$ cat config.mk
export PLATFORM = sky130hd
export DESIGN_NAME = uart_rx
export DESIGN_NICKNAME = d
export VERILOG_FILES = /design/src/rtl/uart_pkg.sv /design/src/rtl/uart_rx_fifo.sv /design/src/rtl/uart_rx.sv
export SDC_FILE = /design/constraint.sdc
export NUM_CORES = 1
export LEC_CHECK = 0
export BUFFER_PORTS_ARGS = -buffer_cell sky130_fd_sc_hd__buf_4
export CAP_MARGIN = 25
export CORE_ASPECT_RATIO = 1.4
export CORE_MARGIN = 2
export CORE_UTILIZATION = 60
export DETAILED_ROUTE_END_ITERATION = 16
export PLACE_DENSITY = 0.84
export SYNTH_ARGS = -nofsm -noshare
export SYNTH_HDL_FRONTEND = slang
export SYNTH_HIERARCHICAL = 1
export SYNTH_SLANG_ARGS = --single-unit
$ cat constraint.sdc
create_clock -name clk -period 4.3 [get_ports clk]
set_input_delay 0.86 -clock clk [delete_from_list [all_inputs] [get_ports clk]]
set_output_delay 0.86 -clock clk [all_outputs]
set_load 0.1 [all_outputs]
$ cat src/rtl/uart_pkg.sv
// Shared definitions for the SoC UART: register offsets, STAT bit positions,
// receiver state encoding and the DIV reset value.
package uart_pkg;

  localparam logic [7:0] OFF_DATA = 8'h00;
  localparam logic [7:0] OFF_DIV  = 8'h04;
  localparam logic [7:0] OFF_STAT = 8'h08;

  localparam int STAT_NOT_EMPTY = 0;
  localparam int STAT_FULL      = 1;
  localparam int STAT_OVR       = 2;
  localparam int STAT_FERR      = 3;

  localparam logic [31:0] DIV_RESET = 32'd1;

  typedef enum logic [2:0] {
    ST_IDLE,
    ST_START,
    ST_DATA,
    ST_STOP,
    ST_WAIT_HIGH
  } rx_state_t;

endpackage

$ cat src/rtl/uart_rx_fifo.sv
// Byte FIFO for the UART receiver: circular buffer with pointers one bit wider
// than the index. Pop takes priority, so a push into a full FIFO succeeds when popped.
module uart_rx_fifo #(
  parameter int DEPTH = 16
) (
  input  logic       clk,
  input  logic       reset,
  input  logic       push,
  input  logic       pop,
  input  logic [7:0] din,
  output logic [7:0] dout,
  output logic       full,
  output logic       empty,
  output logic [7:0] level
);

  localparam int AW = $clog2(DEPTH);

  logic [7:0]  mem [DEPTH];
  logic [AW:0] wp;
  logic [AW:0] rp;
  logic        do_push;
  logic        do_pop;

  assign empty   = (wp == rp);
  assign full    = (wp[AW] != rp[AW]) && (wp[AW-1:0] == rp[AW-1:0]);
  assign do_pop  = pop && !empty;
  assign do_push = push && (!full || do_pop);
  assign dout    = mem[rp[AW-1:0]];
  assign level   = 8'(wp - rp);

  // NOTE: storage has no reset; the pointers alone define which entries are valid.
  always_ff @(posedge clk) begin
    if (do_push) mem[wp[AW-1:0]] <= din;
  end

  always_ff @(posedge clk) begin
    if (reset) begin
      wp <= '0;
      rp <= '0;
    end else begin
      if (do_push) wp <= wp + 1'b1;
      if (do_pop)  rp <= rp + 1'b1;
    end
  end

endmodule

$ cat src/rtl/uart_rx.sv
// Memory-mapped 8N1 UART receiver. Define UART_RX_FIFO_EN for a DEPTH-entry
// receive FIFO; otherwise a single holding register buffers one byte.
module uart_rx
  import uart_pkg::*;
#(
  parameter int DEPTH = 16
) (
  input  logic        clk,
  input  logic        reset,
  input  logic        wen,
  input  logic        ren,
  input  logic [31:0] addr,
  input  logic [31:0] wdata,
  output logic [31:0] rdata,
  input  logic        rx,
  output logic        irq
);

  if (DEPTH < 2 || (DEPTH & (DEPTH - 1)) != 0) begin : g_bad_depth
    $error("uart_rx: DEPTH must be a power of two and at least 2");
  end

  logic        rx_meta;
  logic        rx_sync;
  rx_state_t   state;
  logic [31:0] div;
  logic [31:0] cnt;
  logic [2:0]  bit_idx;
  logic [7:0]  shreg;
  logic        push;
  logic        ferr_evt;
  logic        ovr;
  logic        ferr;
  logic        full;
  logic        not_empty;
  logic [7:0]  level;
  logic [7:0]  head;
  logic [7:0]  off;
  logic        pop_req;
  logic        wr_div;
  logic        wr_stat;
  logic        push_ok;
  logic        ovr_evt;
  logic        unused_addr;

  assign off         = addr[7:0];
  assign unused_addr = ^addr[31:8];
  assign pop_req     = ren && (off == OFF_DATA);
  assign wr_div      = wen && (off == OFF_DIV);
  assign wr_stat     = wen && (off == OFF_STAT);
  assign push_ok     = push && (!full || pop_req);
  assign ovr_evt     = push && full && !pop_req;

`ifdef UART_RX_FIFO_EN
  logic empty;

  uart_rx_fifo #(.DEPTH(DEPTH)) u_fifo (
    .clk   (clk),
    .reset (reset),
    .push  (push),
    .pop   (pop_req),
    .din   (shreg),
    .dout  (head),
    .full  (full),
    .empty (empty),
    .level (level)
  );

  assign not_empty = !empty;
`else
  logic [7:0] hold;
  logic       hold_valid;

  always_ff @(posedge clk) begin
    if (reset) begin
      hold       <= '0;
      hold_valid <= 1'b0;
    end else if (push_ok) begin
      hold       <= shreg;
      hold_valid <= 1'b1;
    end else if (pop_req) begin
      hold_valid <= 1'b0;
    end
  end

  assign head      = hold;
  assign not_empty = hold_valid;
  assign full      = hold_valid;
  assign level     = {7'b0, hold_valid};
`endif

  // NOTE: sequential state uses <= so every flop samples pre-edge values.
  always_ff @(posedge clk) begin
    if (reset) begin
      rx_meta <= 1'b1;
      rx_sync <= 1'b1;
    end else begin
      rx_meta <= rx;
      rx_sync <= rx_meta;
    end
  end

  // Frame recovery; push/ferr_evt are one-cycle pulses consumed the next cycle.
  always_ff @(posedge clk) begin
    if (reset) begin
      state    <= ST_IDLE;
      cnt      <= '0;
      bit_idx  <= '0;
      shreg    <= '0;
      push     <= 1'b0;
      ferr_evt <= 1'b0;
    end else begin
      push     <= 1'b0;
      ferr_evt <= 1'b0;
      case (state)
        ST_IDLE: begin
          if (!rx_sync) begin
            cnt   <= div >> 1;
            state <= ST_START;
          end
        end
        ST_START: begin
          if (cnt != '0) begin
            cnt <= cnt - 1'b1;
          end else if (rx_sync) begin
            state <= ST_IDLE;
          end else begin
            cnt     <= div;
            bit_idx <= '0;
            state   <= ST_DATA;
          end
        end
        ST_DATA: begin
          if (cnt != '0) begin
            cnt <= cnt - 1'b1;
          end else begin
            shreg   <= {rx_sync, shreg[7:1]};
            cnt     <= div;
            bit_idx <= bit_idx + 1'b1;
            if (bit_idx == 3'd7) state <= ST_STOP;
          end
        end
        ST_STOP: begin
          if (cnt != '0) begin
            cnt <= cnt - 1'b1;
          end else if (rx_sync) begin
            push  <= 1'b1;
            state <= ST_IDLE;
          end else begin
            ferr_evt <= 1'b1;
            state    <= ST_WAIT_HIGH;
          end
        end
        ST_WAIT_HIGH: begin
          if (rx_sync) state <= ST_IDLE;
        end
        default: state <= ST_IDLE;
      endcase
    end
  end

  // Registers, sticky flags (a new event beats a same-cycle clear) and read port.
  always_ff @(posedge clk) begin
    if (reset) begin
      div   <= DIV_RESET;
      ovr   <= 1'b0;
      ferr  <= 1'b0;
      rdata <= '0;
      irq   <= 1'b0;
    end else begin
      if (wr_div) div <= wdata;
      ovr  <= ovr_evt  || (ovr  && !(wr_stat && wdata[STAT_OVR]));
      ferr <= ferr_evt || (ferr && !(wr_stat && wdata[STAT_FERR]));
      irq  <= push_ok || (level > 8'd1) || (not_empty && !pop_req);
      if (ren) begin
        // NOTE: the default arm keeps every path assigned, so no latch or stale decode.
        case (off)
          OFF_DATA: rdata <= not_empty ? {23'b0, 1'b1, head} : 32'd0;
          OFF_DIV:  rdata <= div;
          OFF_STAT: rdata <= {16'b0, level, 4'b0, ferr, ovr, full, not_empty};
          default:  rdata <= 32'd0;
        endcase
      end
    end
  end

endmodule

# After elaboration in Yosys (flattened, before gate mapping)
# Index checks and enable logic that the tools add are counted.
word_totals:
  elab_cells: 92
  input_bits: 69
  reg_bits: 126
  output_inout_bits: 33
classes:
  addsub: 2
  bitwise: 2
  magnitude_cmp: 1
  reduce_logical: 31
  n_mux: 25
  eq_ne: 16
ops:
  columns: ["cell", "n"]
  rows:
  - ["$mux W32", 5]
  - ["$pmux W32 S4", 1]
  - ["$pmux W32 S3", 1]
  - ["$reduce_bool A32 Y1", 1]
  - ["$sub A32 B1 Y32 const B", 1]
  - ["$mux W3", 10]
  - ["$ne A2 B2 Y1 const B", 8]
  - ["$pmux W3 S5", 1]
  - ["$logic_and A1 B1 Y1", 11]
  - ["$mux W9", 1]
  - ["$eq A8 B3 Y1 const B", 1]
  - ["$eq A8 B4 Y1 const B", 1]
  - ["$logic_not A8 Y1", 1]
  - ["$reduce_and A4 Y1", 2]
  - ["$eq A3 B2 Y1 const B", 2]
  - ["$eq A3 B3 Y1 const B", 2]
  - ["$pmux W3 S2", 1]
  - ["$reduce_and A6 Y1", 1]
  - ["$logic_or A1 B1 Y1", 5]
  - ["$logic_not A1 Y1", 4]
  - ["$mux W1", 4]
  - ["$reduce_bool A2 Y1", 2]
  - ["$reduce_bool A4 Y1", 1]
  - ["$add A3 B1 Y3 const B", 1]
  - ["8 further kinds", 9]

# Longest topological paths before layout
depth:
  word_depth: 6
  depth_mapped: 10
  ltp_nobuf: 8

# Worst setup path before layout
# Ideal clock, no wire load.
synth_timing:
  path_type: "input to register"
  from: "input port addr[1]"
  to: "register hold[0], in the netlist head[0]"
  path_buffers: 1
  stages: 7
  setup_time_ns: 0.128
  arrival_time_ns: 2.615
  path_slack_ns: 1.557
  required_ns: 4.172
  path_cell_list: "or4_1 or3_1 o31a_1 nand2b_1 clkbuf_1 mux2i_1 nor2_1"
synth_between:
  elab_chain_cells: 4
synth_rtl:
  columns: ["element", "line_no", "text"]
  rows:
  - ["start: declaration", "uart_rx.sv:12", "input logic [31:0] addr,"]
  - ["$logic_not A8 Y1", "uart_rx.sv:48", "assign pop_req = ren && (off == OFF_DATA);"]
  - ["$logic_and A1 B1 Y1", "uart_rx.sv:48", null]
  - ["$logic_or A1 B1 Y1", "uart_rx.sv:51", "assign push_ok = push && (!full || pop_req);"]
  - ["$logic_and A1 B1 Y1", "uart_rx.sv:51", null]
  - ["end signal: assignment", "uart_rx.sv:79", "hold <= shreg;"]
  - ["end: declaration", "uart_rx.sv:71", "logic [7:0] hold;"]
# Every way passes these cells.
# A chain may end at the register's enable or synchronous reset.

# Worst setup path after layout
layout_timing:
  from: "register cnt[12]"
  to: "register cnt[0]"
layout_between:
  elab_chain_cells: 3
  elab_cells_between_ends: 7
  cone_classes: "eq/ne (2); mux (3); reduce/logical (2)"
layout_rtl:
  columns: ["element", "line_no", "text"]
  rows:
  - ["start: declaration", "uart_rx.sv:27", "logic [31:0] cnt;"]
  - ["start signal: assignment", "uart_rx.sv:118", "cnt <= div >> 1;"]
  - ["start signal: assignment", "uart_rx.sv:124", "cnt <= cnt - 1'b1;"]
  - ["start signal: assignment", "uart_rx.sv:128", "cnt <= div;"]
  - ["$reduce_bool A32 Y1 (*)", "uart_rx.sv:123, uart_rx.sv:134, uart_rx.sv:144", null]
  - ["$ne A3 B3 Y1 (no line) (tied with other cells)", null, null]
  - ["$reduce_and A4 Y1 (no line) or $pmux W32 S4 (tied branches)", null, null]
# Every way passes the cells marked *; elsewhere a longest branch is shown, timed or not.

==> impl_results.md <==
- Status: finished, final reports clean
- Critical Path RT: 4.64 ns
- Number of fillers in the final layout: 714
- Static Leak: 2.69 nW
- Peak supply drop: 0.507 mV
- Switching fraction of total power: 40.8%
- Max-Cap Viols: 0
- Synth top area share: 42.2%
- Internal cell power: 2.62 mW
- PD cells: 618 nW/um^2
- CTS Buffer Depth: 2
- Finished Layout Cells: around 930
- Area of the multi-input gates: ~3100 sq um
- Area Overhead vs Synth: 20.0%
- Die X: 88.4 um
- FF-to-FF Start: cnt[12]
- Top-count cell post-synth: dfxtp_1
- Die height: 122 um
- Dpl ws: 0.794 ns
- Reg-to-Reg End: cnt[0]
- Top cells by count, synth: 126 x dfxtp_1, 118 x nand2_1, 76 x a21oi_1
- Post-CTS setup buffers: 0
- CTS tree: built
- Gr ovfl total: 0
- Final nets: about 860
- Arrival @ worst endpoint: 3.90 ns
- Hold Buf Count CTS: 0
- Crit-path slowest cell: a211o_1
- # clock sinks: 126
- FF+latch area: 2520 sq um
- CTS Root Cell: clkbuf_16
- Switching component of the power: between 1.5 and 2 mW
- Number of flops mapped to enable cells by yosys: 0
- Critical path capture point type: register
- Largest cells by area after synthesis: dfxtp_1 42%, nand2_1 7.4%, a21oi_1 6.4%, nor2_1 3.5%, mux2i_1 3.0%
- Final period utilization: between 80 and 90%
- Vias: about 6200
- CTS clk-pin slew, worst paths: 0.06 ns
- Critical path startpoint: cnt[12]
- Hold Path Class: register to register
- Async set-reset flop share out of synthesis: 0%
- Hold slack: 0.410 ns
- Setup crit end: cnt[0]
- CP Class: register to register
- CTS buffer count: 17
- Boundary Pins: 102
- Power share of the combinational group: 39.7%
- Total negative setup slack: 0 ns
- Core Area: 9790 sq um
- Ratio of cells with drive above 1 in the final layout: between 10% and 20%
- Fin. Hold Viols: 0
- Diode count: 0
- Antenna violations before repair: 0
- Vias in the first global route: 5827
- Largest net degree at the start of global routing: 79
- Reg2reg setup slack: 0.74 ns
- DIE AREA: 10800 sq um
- Crit-path max FO: 30
- Worst skew pair latency: 0.42 ns
- Syn_area_per_cell: 8.11 sq um
- H-tree depth: 4
- Hold Path Origin: rx_meta
- Seq pwr share: 28.0%
- Row cnt: 43
- Gpl congestion: 0.905
- Clock skew: 0.00714 ns
- Post-synthesis sequential area ratio: approximately 42%
- CP peak stage delay: 0.88 ns
- Antenna viol nets, final: 0
- Routed vias/inst: roughly 6.6
- Initial Utilization: 61.1%
- Yosys synthesis warning count: 6
- Seq cells post-synth: 126
- DRC: 0
- Global-route wire length before repair: ~28 mm
- Endpoints failing setup: 0
- Max Freq: 0.281 GHz
- Crit-path cells: or3_1, or4_1, nor2_1, a211o_1, o21ai_0, a21oi_1
- Unrepaired setup endpoints after global routing: no
- Detailed Route WL: 17.9 mm
- Mapped cell area: ~6000 sq um
- Yosys cell types: slightly below 60
- Setup WS post-layout: 0.742 ns
- Syn_nets: 811
- Placed cell count: 901
- DR pass1 iterations: 7
- Initial DRC Count: ~820
- Cell taking the most area after synthesis: dfxtp_1
- Port Buf Inserts: 77
- Crit start category: register
- Final Max Tran Viols: 0
- Dominant synthesized flop cell: dfxtp_1
- Clock power frac: 32.3%
- Normalized max-slew margin: 12.1%
- R2R depth: 6
- Synthesized instance count: 738
- Total global-route track usage: 34.2%
- Worst slew pin tran: between 1 and 1.5 ns
- Final min period: 3.56 ns
- Drt wl/cell: 19.2 um
- Detailed Place HPWL: 11.5 mm
- Resized Gates After CTS: 0
-- placed cells by master, fill, tap and decap left out, types with 4 or more instances in the layout --
| master | Yosys | layout |
|---|---|---|
| a211oi_1 | 10 | 10 |
| a21oi_1 | 76 | 76 |
| a221oi_1 | 12 | 12 |
| a222oi_1 | 7 | 7 |
| a22o_1 | 6 | 6 |
| a22oi_1 | 10 | 10 |
| a2bb2oi_1 | 9 | 9 |
| a32o_1 | 5 | 5 |
| a32oi_1 | 4 | 4 |
| buf_4 | 4 | 87 |
| clkbuf_16 | 0 | 17 |
| dfxtp_1 | 126 | 126 |
| ha_1 | 4 | 4 |
| inv_1 | 16 | 16 |
| inv_6 | 0 | 4 |
| mux2i_1 | 18 | 18 |
| nand2_1 | 118 | 118 |
| nand2b_1 | 5 | 5 |
| nand3_1 | 36 | 36 |
| nand4_1 | 5 | 5 |
| nor2_1 | 56 | 56 |
| nor3_1 | 26 | 26 |
| nor4_1 | 13 | 13 |
| o21ai_0 | 21 | 21 |
| o22ai_1 | 15 | 15 |
| o31a_1 | 4 | 4 |
| o32ai_1 | 12 | 12 |
| or2_2 | 8 | 8 |
| or3_1 | 6 | 6 |
| or4_1 | 5 | 5 |
-- per-layer routing --
| metal | vias to the layer above | track usage, % | part of all wire, % |
|---|---|---|---|
| met1 | 2854 | 39.2 | 36 |
| met5 | - | 0 | 0 |
| met2 | 389 | 56.2 | 50 |
| li1 | 2812 | - | - |
| met4 | 0 | 21.5 | 7.0 |
| met3 | 109 | 8.13 | 7.7 |
-- per-stage QoR --
step           util [%]  cell area [sq um]  power [mW]
6_report           73.3               7180        4.43
5_1_grt            73.3               7180        4.60
4_1_cts            73.0               7150        4.37
3_5_place_dp       67.0               6560        2.95
3_3_place_gp       66.9               6550        2.88
2_1_floorplan         -               5980        2.57
-- flip-flops by register name (all words and copies together) (netlist names), 3 cells and up --
name / flops
div: 32
state: 3
bit_idx: 3
shreg: 8
rdata: 32
head: 8
cnt: 32
-- power groups by stage --
stage | logic (mW) | clock network [mW] | registers, mW
after floorplan | 1.33 | 0 | 1.24
after global placement | 1.61 | 0 | 1.26
after detailed placement | 1.68 | 0 | 1.26
after CTS | 1.70 | 1.43 | 1.24
after global routing | 1.88 | 1.48 | 1.25
final | 1.76 | 1.43 | 1.24
-- how the worst min path moves through the flow --
stage                          to  slack (ns)  depth (start not counted)
final                     rx_sync        0.41                          1
after global routing      rx_sync        0.42                          1
after CTS                 rx_sync        0.41                          1
after detailed placement  rx_sync        0.40                          1
after global placement    rx_sync        0.39                          1
after floorplan           rx_sync        0.39                          1
-- worst max-delay path, delay by kind of cell, from the launching register on --
family | cells | cell delay, ns
AO/OA/AOI/OAI | 3 | 1.37
AND/OR/NAND/NOR | 3 | 1.76
flip-flops | 1 | 0.34
-- kinds of logic after synthesis --
logic type | after synthesis | synth area share, %
compound gates | 209 | 23.7
xor+xnor | 2 | 0.293
fa+ha+maj | 4 | 0.837
buf+inv | 76 | 5.33
flops | 126 | 42.2
mux | 21 | 3.58
simple gates | 300 | 24.1
-- cell type report --
class,instances,share of cell area (%)
Clock buffer,18,5.98
Clock inverter,14,2.20
Inverter,16,0.837
Multi-Input combinational cell,536,43.8
Sequential cell,126,35.2
Tap cell,135,2.35
Timing Repair Buffer,89,9.64
Power figures use the tool's default switching activity.
